## src/rtl/imm_pkg.sv

```systemverilog
// Shared immediate-format codes and skid-buffer occupancy states.
package imm_pkg;

  // Immediate-source code driven by the control unit.
  typedef enum logic [2:0] {
    IMM_NONE = 3'b000,
    IMM_I    = 3'b001,
    IMM_U    = 3'b010,
    IMM_S    = 3'b011,
    IMM_B    = 3'b100,
    IMM_J    = 3'b101,
    IMM_Z    = 3'b110,
    IMM_SH   = 3'b111
  } immsrc_t;

  // Number of entries held in the 2-entry skid buffer.
  typedef enum logic [1:0] {
    EMPTY = 2'd0,
    ONE   = 2'd1,
    TWO   = 2'd2
  } occ_state_t;

endpackage

```

## src/rtl/imm_format.sv

```systemverilog
// Combinational RISC-V immediate builder for every instruction format.
module imm_format
  import imm_pkg::*;
#(
  parameter int XLEN = 32
) (
  input  logic [31:0]     instr,
  input  immsrc_t         immsrc,
  output logic [XLEN-1:0] imm,
  output logic            bad
);

  logic signed [11:0] i_field;
  logic signed [31:0] u_field;
  logic signed [11:0] s_field;
  logic signed [12:0] b_field;
  logic signed [20:0] j_field;

  assign i_field = instr[31:20];
  assign u_field = {instr[31:12], 12'b0};
  assign s_field = {instr[31:25], instr[11:7]};
  assign b_field = {instr[31], instr[7], instr[30:25], instr[11:8], 1'b0};
  assign j_field = {instr[31], instr[19:12], instr[20], instr[30:21], 1'b0};

  // Select and extend the field named by the immediate-source code.
  always_comb begin
    imm = '0;
    bad = 1'b0;
    case (immsrc)
      IMM_NONE: bad = 1'b1;
      IMM_I:    imm = XLEN'(i_field);
      IMM_U:    imm = XLEN'(u_field);
      IMM_S:    imm = XLEN'(s_field);
      IMM_B:    imm = XLEN'(b_field);
      IMM_J:    imm = XLEN'(j_field);
      IMM_Z:    imm = XLEN'(instr[19:15]);
      IMM_SH:   imm = (XLEN == 64) ? XLEN'(instr[25:20]) : XLEN'(instr[24:20]);
      default:  bad = 1'b1;
    endcase
  end

endmodule

```

## src/rtl/imm_extend_stage.sv

```systemverilog
// Registered immediate stage: builds the immediate at the input and hands it
// downstream through a 2-entry skid buffer with valid/ready on both sides.
module imm_extend_stage
  import imm_pkg::*;
#(
  parameter int XLEN = 32
) (
  input  logic            clk,
  input  logic            rst,
  input  logic            flush,
  input  logic            in_valid,
  output logic            in_ready,
  input  logic [31:0]     in_instr,
  input  immsrc_t         in_immsrc,
  output logic            out_valid,
  input  logic            out_ready,
  output logic [XLEN-1:0] out_imm,
  output logic            out_bad
);

  generate
    if (XLEN != 32 && XLEN != 64) begin : g_xlen_check
      $error("imm_extend_stage: XLEN must be 32 or 64");
    end
  endgenerate

  // Entry layout: {bad, imm}
  localparam int EW = XLEN + 1;

  occ_state_t      state;
  logic [EW-1:0]   head;
  logic [EW-1:0]   tail;
  logic [XLEN-1:0] fmt_imm;
  logic            fmt_bad;
  logic [EW-1:0]   entry_new;
  logic            push;
  logic            pop;

  imm_format #(.XLEN(XLEN)) u_format (
    .instr  (in_instr),
    .immsrc (in_immsrc),
    .imm    (fmt_imm),
    .bad    (fmt_bad)
  );

  assign entry_new = {fmt_bad, fmt_imm};

  // Handshake flags come from registered state only, so out_ready never
  // reaches in_ready combinationally.
  assign in_ready  = (state != TWO);
  assign out_valid = (state != EMPTY);
  assign push      = in_valid & in_ready;
  assign pop       = out_valid & out_ready;

  // Outputs are taken straight from the head register.
  assign out_imm = head[XLEN-1:0];
  assign out_bad = head[XLEN];

  // ---- input -> head/tail register boundary ----
  // Occupancy FSM and entry movement; flush empties the buffer and drops any
  // concurrent push, while an accompanying pop has still been seen downstream.
  always_ff @(posedge clk or posedge rst) begin
    if (rst) begin
      state <= EMPTY;
      head  <= '0;
      tail  <= '0;
    end else if (flush) begin
      state <= EMPTY;
    end else begin
      case (state)
        EMPTY: begin
          if (push) begin
            head  <= entry_new;
            state <= ONE;
          end
        end
        ONE: begin
          if (push && pop) begin
            head <= entry_new;
          end else if (push) begin
            tail  <= entry_new;
            state <= TWO;
          end else if (pop) begin
            state <= EMPTY;
          end
        end
        TWO: begin
          if (pop) begin
            head  <= tail;
            state <= ONE;
          end
        end
        default: state <= EMPTY;
      endcase
    end
  end

endmodule
```

## config.mk

```make
export PLATFORM = sky130hd
export DESIGN_NAME = imm_extend_stage
export DESIGN_NICKNAME = d
export VERILOG_FILES = /design/src/rtl/imm_pkg.sv /design/src/rtl/imm_format.sv /design/src/rtl/imm_extend_stage.sv
export SDC_FILE = /design/constraint.sdc
export NUM_CORES = 1
export LEC_CHECK = 0
export ABC_AREA = 1
export BUFFER_PORTS_ARGS = -buffer_cell sky130_fd_sc_hd__buf_2
export CELL_PAD_IN_SITES_DETAIL_PLACEMENT = 1
export CELL_PAD_IN_SITES_GLOBAL_PLACEMENT = 1
export CORE_AREA = 2 2 126 79
export CTS_CLUSTER_SIZE = 20
export DETAILED_ROUTE_END_ITERATION = 16
export DIE_AREA = 0 0 128 81
export MAX_ROUTING_LAYER = met4
export PLACE_DENSITY = 0.79
export SYNTH_ARGS = -nofsm -noshare
export SYNTH_HDL_FRONTEND = slang
export SYNTH_SLANG_ARGS = --single-unit
export TNS_END_PERCENT = 5
```

## constraint.sdc

```tcl
create_clock -name clk -period 2.3 [get_ports clk]
set_input_delay 0.46 -clock clk [delete_from_list [all_inputs] [get_ports clk]]
set_output_delay 0.46 -clock clk [all_outputs]
set_load 0.01 [all_outputs]
```

==> metrics.csv, run 1 <==
stage;metric;value;unit
outcome;status;finished clean;
yosys;synthesized area;3500;um2
final_layout;Antenna diodes;0;
worst_setup_path;Critical Path Start Type;register;
clock_network;cts-stage hold buffer count;0;
global_route;number of global-route vias before repair;3600;
sta;worst clock skew;5.90;ps
worst_setup_path;reg2reg setup slack;520;ps
sta;fin. max-slew vios;0;
final_layout;Fillers;1210;
yosys;Mapped Nets;530;
worst_setup_path;Req. time, crit path;1840;ps
yosys;Post-synth EDFFs;0;
yosys;post-synthesis async set-or-reset flop share;100;%
placed_design;DP HPWL;7.43;mm
worst_setup_path;Arr. time, crit path;1500;ps
yosys;top-count cell post-synth;nand2_1;
clock_network;Longest Clk Path Bufs;2;
route;wire per inst;15.7;um
floorplan;Initial Util;37.3;%
power;worst ir drop on vdd;0.402;mV
final_layout;nets;595;
yosys;cell taking the most area after synthesis;dfrtp_1;
yosys;most instantiated cells after synthesis;233 x nand2_1, 68 x dfrtp_1, 41 x nor2_1, 38 x nand3_1, 32 x inv_1;
sta;setup tns final;0;ps
clock_network;CTS Sinks;68;
placed_design;Final GP Congestion;0.887;
worst_setup_path;crit path kind;register to output port;
floorplan;Die Ht;81;um
yosys;#FFs+latches synth;68;
sta;# setup viols final;0;
worst_setup_path;Worst setup EP type;output port;
sta;Final Hold Fails;0;
route;Detail Route Antenna Nets;0;
clock_network;post-CTS setup buffer count;0;
clock_network;Root Driver;clkbuf_16;
clock_network;clock slew at reported path FFs;60;ps
yosys;synthesized area per cell;7.14;um2
worst_setup_path;CP startpoint;state[0];
sta;post-layout minimum cycle time;1960;ps
run;count of max-cap constraint violations;0;
floorplan;std cell rows;28;
yosys;Syn Inst Count;490;
final_layout;synthesis-to-layout area growth;22.6;%
yosys;Top FF cell, synth;dfrtp_1;
route;via count;3386;
sta;crit share post-route;85.4;%
clock_network;worst skew pair latency;340;ps
route;routed vias/inst;4.98;
floorplan;core box area;9390;um2
power;pwr/cell area;1010;nW/um2
worst_setup_path;launching point of the worst reg2reg path;state[0];
global_route;global route total overflow;0;
global_route;largest net degree at the start of global routing;69;
final_layout;share of cells above drive strength 1;18.6;%
yosys;sequential fraction of the synthesis area;48.6;%
clock_network;Num CTS Buffers;9;
route;DRC violations left;0;
floorplan;Die X;128;um
sta;RSZ-0062 raised after global routing;no;
floorplan;# IOs;75;
hold_path;Hold Crit Class;primary input to async pin;
placed_design;PortBufs;67;
yosys;Netlist cell types;21;
global_route;initial antenna violation count;0;
final_layout;post-layout util;45.7;%
clock_network;number of H-tree levels;3;
yosys;dominant cells by area after synthesis;dfrtp_1 49%, nand2_1 25%, nand3_1 5.4%;
clock_network;Resize count post-CTS;0;
worst_setup_path;CP max FO;23;
floorplan;Die ar.;10400;um2
global_route;GRT Util Overall;23.1;%
route;1st-pass router iterations;5;
route;DRT Wirelength;10.7;mm
sta;Least-Margin Pin Slew;726;ps
route;Initial DRC Count;196;
clock_network;CTS tree;yes;
global_route;global-route wire length before repair;17.8;mm
sta;fmax;0.509;GHz
yosys;Ys Warns;0;
yosys;top-area cell type share of the netlist area;48.6;%
power;P_leak;2.49;nW
sta;Slew HR;51.6;%
-- stage by stage --
step / cell area (um2) / std cells / hold slack (ps) / power, mW / worst slack [ps]
2_1_floorplan: 3500 / 490 / 443 / 2.41 / 128
3_3_place_gp: 3960 / 664 / 455 / 2.73 / 455
3_5_place_dp: 3960 / 664 / 461 / 2.81 / 431
4_1_cts: 4290 / 680 / 216 / 4.40 / 329
5_1_grt: 4290 / 680 / 219 / 4.62 / 244
6_report: 4290 / 680 / 188 / 4.35 / 336
-- area by class of cell --
| cell class | count | area [um2] | area share [%] |
|---|---|---|---|
| timing repair buffer | 76 | 415 | 9.68 |
| inverter | 33 | 124 | 2.89 |
| sequential | 68 | 1700 | 39.7 |
| tap | 120 | 150 | 3.50 |
| multi-input combinational | 367 | 1570 | 36.5 |
| clock inverter | 5 | 82.6 | 1.92 |
| clock buffer | 11 | 253 | 5.89 |
-- layer usage --
layer / GRT usage, % / wire length, um / vias up / part of all wire [%]
li1: - / - / 1664 / -
met2: 36.5 / 4850 / 68 / 45
met1: 29.7 / 5290 / 1637 / 49
met3: 5.93 / 415 / 17 / 3.9
met4: 6.59 / 146 / 0 / 1.4
met5: - / 0 / - / 0
-- report_power, final --
group,internal (mW),switching [mW],leakage [nW]
Sequential,1.59,0.198,0.866
Combinational,0.394,0.623,1.46
Clock,1.01,0.542,0.166
-- flip-flops by register name (all words and copies together) (netlist names) --
signal,count
state,2
tail,33
head,33
-- layout by cell type, fill, tap and decap left out, drive strengths merged --
| cell | count |
|---|---|
| nand2 | 235 |
| buf | 76 |
| dfrtp | 68 |
| nor2 | 43 |
| nand3 | 41 |
| inv | 34 |
| o21ai | 15 |
| clkbuf | 11 |
| nand4 | 9 |
| o21a | 8 |
| a21oi | 6 |
| o211ai | 6 |
| or2 | 3 |
| bufinv | 2 |
| clkinv | 2 |
| o22ai | 1 |
-- cells by family (layout without fill, tap and decap cells) --
kind of cell / count (synthesis) / after routing / synth area share (%)
AOI/OAI and AO/OA: 36 / 36 / 6.18
and+or+nand+nor: 331 / 331 / 38.5
DFF: 68 / 68 / 48.6
buffers and inverters: 55 / 125 / 6.68
-- path summary, 6_finish.rpt --
kind,to,cells past startpoint
min reg2reg,head[14],2
min,head[5],3
max reg2reg,head[28],8
min in group clk,head[12],5
max,in_ready,4
max in group asynchronous,tail[16],3
-- worst max-delay path, stage by stage (launching register included) --
cell	delay, ps
dfrtp_1	420
inv_1	100
nand2_1	150
buf_4	290
buf_2	180
No activity file was read; power rests on OpenSTA's default activity.
==> run 2, diff against run 1 <==
- CORE_AREA: 2 2 126 79 -> 2 2 130 82
- CTS_CLUSTER_DIAMETER: unset -> 80
- DIE_AREA: 0 0 128 81 -> 0 0 132 84
- SYNTH_HIERARCHICAL: unset -> 1
==> metrics.csv, run 2 <==
stage;metric;value;unit
yosys;Post-synth EDFFs;0;
floorplan;Die ar.;11100;um2
route;Initial DRC Count;274;
placed_design;Final GP Congestion;0.895;
yosys;cell taking the most area after synthesis;dfrtp_1;
final_layout;post-layout util;44.6;%
yosys;top-area cell type share of the netlist area;44.2;%
sta;worst clock skew;6.31;ps
global_route;number of global-route vias before repair;4105;
global_route;largest net degree at the start of global routing;69;
yosys;Ys Warns;6;
yosys;post-synthesis async set-or-reset flop share;100;%
yosys;Netlist cell types;22;
route;routed vias/inst;5.14;
final_layout;footprint of the multi-input gates;1810;um2
floorplan;std cell rows;29;
sta;crit share post-route;80.1;%
power;Tot Pwr;3.76;mW
clock_network;clock slew at reported path FFs;60;ps
sta;setup tns final;0;ps
floorplan;Initial Util;38.3;%
final_layout;share of cells above drive strength 1;19.3;%
floorplan;Die Ht;84;um
clock_network;post-CTS setup buffer count;0;
worst_setup_path;CP max FO;33;
hold_path;Hold Crit Class;primary input to async pin;
sta;setup ws final;458;ps
worst_setup_path;launching point of the worst reg2reg path;state[1];
route;wire per inst;16.5;um
power;worst ir drop on vdd;0.387;mV
final_layout;Fillers;1308;
worst_setup_path;Req. time, crit path;2520;ps
sta;Slew HR;61.0;%
route;DRC violations left;0;
route;DRT Wirelength;12.0;mm
placed_design;Placement Setup Slack;439;ps
clock_network;Longest Clk Path Bufs;2;
placed_design;PortBufs;67;
route;via count;3755;
worst_setup_path;R2R Path End;head[26];
clock_network;Root Driver;clkbuf_16;
worst_setup_path;slowest cell on the critical path;dfrtp_1;
floorplan;Die X;132;um
sta;fin. max-slew vios;0;
sta;fmax;0.543;GHz
final_layout;register area;1700;um2
worst_setup_path;cell repeated most along the worst path;nand2_1;
final_layout;synthesis-to-layout area growth;16.3;%
route;1st-pass router iterations;4;
yosys;Mapped Nets;571;
global_route;initial antenna violation count;1;
yosys;dominant cells by area after synthesis;dfrtp_1 44%, nand2_1 24%, nand3_1 15%;
global_route;global-route wire length before repair;20.6;mm
clock_network;number of H-tree levels;3;
worst_setup_path;Max stage delay on crit path;490;ps
worst_setup_path;reg2reg setup slack;460;ps
global_route;GRT Util Overall;24.0;%
run;count of max-cap constraint violations;0;
power;pwr/cell area;838;nW/um2
power;P_leak;2.62;nW
yosys;#FFs+latches synth;68;
worst_setup_path;Worst setup EP type;register;
final_layout;Largest regs;head: 33 flops, tail: 33 flops, state: 2 flops;
floorplan;core box area;10100;um2
outcome;status;finished clean;
worst_setup_path;CP startpoint;state[1];
final_layout;nets;626;
global_route;global route total overflow;0;
clock_network;cts-stage hold buffer count;0;
worst_setup_path;crit path kind;register to register;
yosys;most instantiated cells after synthesis;244 x nand2_1, 115 x nand3_1, 68 x dfrtp_1, 18 x inv_1;
sta;Final Hold Fails;0;
clock_network;Num CTS Buffers;9;
floorplan;# IOs;75;
route;Detail Route Antenna Nets;0;
yosys;synthesized area per cell;7.25;um2
worst_setup_path;CP Buf/Inv Count;1;
yosys;Top FF cell, synth;dfrtp_1;
placed_design;DP HPWL;8.13;mm
sta;# setup viols final;0;
sta;post-layout minimum cycle time;1840;ps
clock_network;Resize count post-CTS;0;
worst_setup_path;R2R depth;5;
final_layout;most common cell after layout, fill and taps aside;nand2_1;
yosys;synthesized area;3850;um2
worst_setup_path;cells along the critical path;buf_4 > o21ai_1 > nand3_4 > nand2_1 > nand2_1;
final_layout;most frequent cells in the layout;244 x nand2_1, 115 x nand3_1, 68 x dfrtp_1;
worst_setup_path;crit-path leading delay family;simple AND/OR/NAND/NOR gates;
yosys;sequential fraction of the synthesis area;44.2;%
worst_setup_path;Arr. time, crit path;2070;ps
yosys;top-count cell post-synth;nand2_1;
sta;RSZ-0062 raised after global routing;no;
sta;Least-Margin Pin Slew;584;ps
clock_network;worst skew pair latency;340;ps
worst_setup_path;Critical Path Start Type;register;
yosys;Syn Inst Count;531;
clock_network;CTS tree;yes;
clock_network;CTS Sinks;68;
run 2: cells by family (layout without fill, tap and decap cells):
kind of cell	Yosys count	in the layout	synth area share [%]
and+or+nand+nor	397	397	45.7
buffers and inverters	56	115	8.77
AOI/OAI and AO/OA	10	10	1.30
other	0	1	0
DFF	68	68	44.2
run 2: metal layers:
metal,track usage [%],part of all wire [%],routed length (um)
met5,-,0,0
met4,7.51,1.1,134
met3,5.40,6.7,804
met2,37.5,46,5570
met1,31.1,46,5540
run 2: final cells by class:
class | instances | area share (%)
clock inverters | 4 | 0.559
multi-input cells | 407 | 40.4
diodes | 1 | 0.0559
clock buffers | 11 | 5.64
repair buffers | 76 | 9.27
flip-flops and latches | 68 | 38.0
well taps | 139 | 3.88
inverters | 24 | 2.15
run 2: how the worst max path moves through the flow:
stage	endpoint	depth (start not counted)	slack, ps
after detailed placement	head[26]	5	440
after floorplan	head[0]	1	130
after global placement	head[2]	5	530
after CTS	head[2]	5	430
after global routing	head[0]	5	280
final	head[26]	5	460
run 2: worst min-delay path, stage by stage:
cell	delay, ps
buf_2	100
inv_2	60
buf_12	320
run 2: per-stage QoR:
step	std cells	hold WS, ps	cell area, um2
final	730	201	4480
after global placement	714	454	4200
after global routing	730	233	4480
after floorplan	531	443	3850
after CTS	729	213	4480
after detailed placement	714	461	4200
run 2: report_power, final:
group,leakage (nW),switching (mW),internal (mW)
clock,0.133,0.519,0.778
sequential,0.892,0.159,1.46
combinational,1.59,0.548,0.288
total,2.62,1.23,2.53
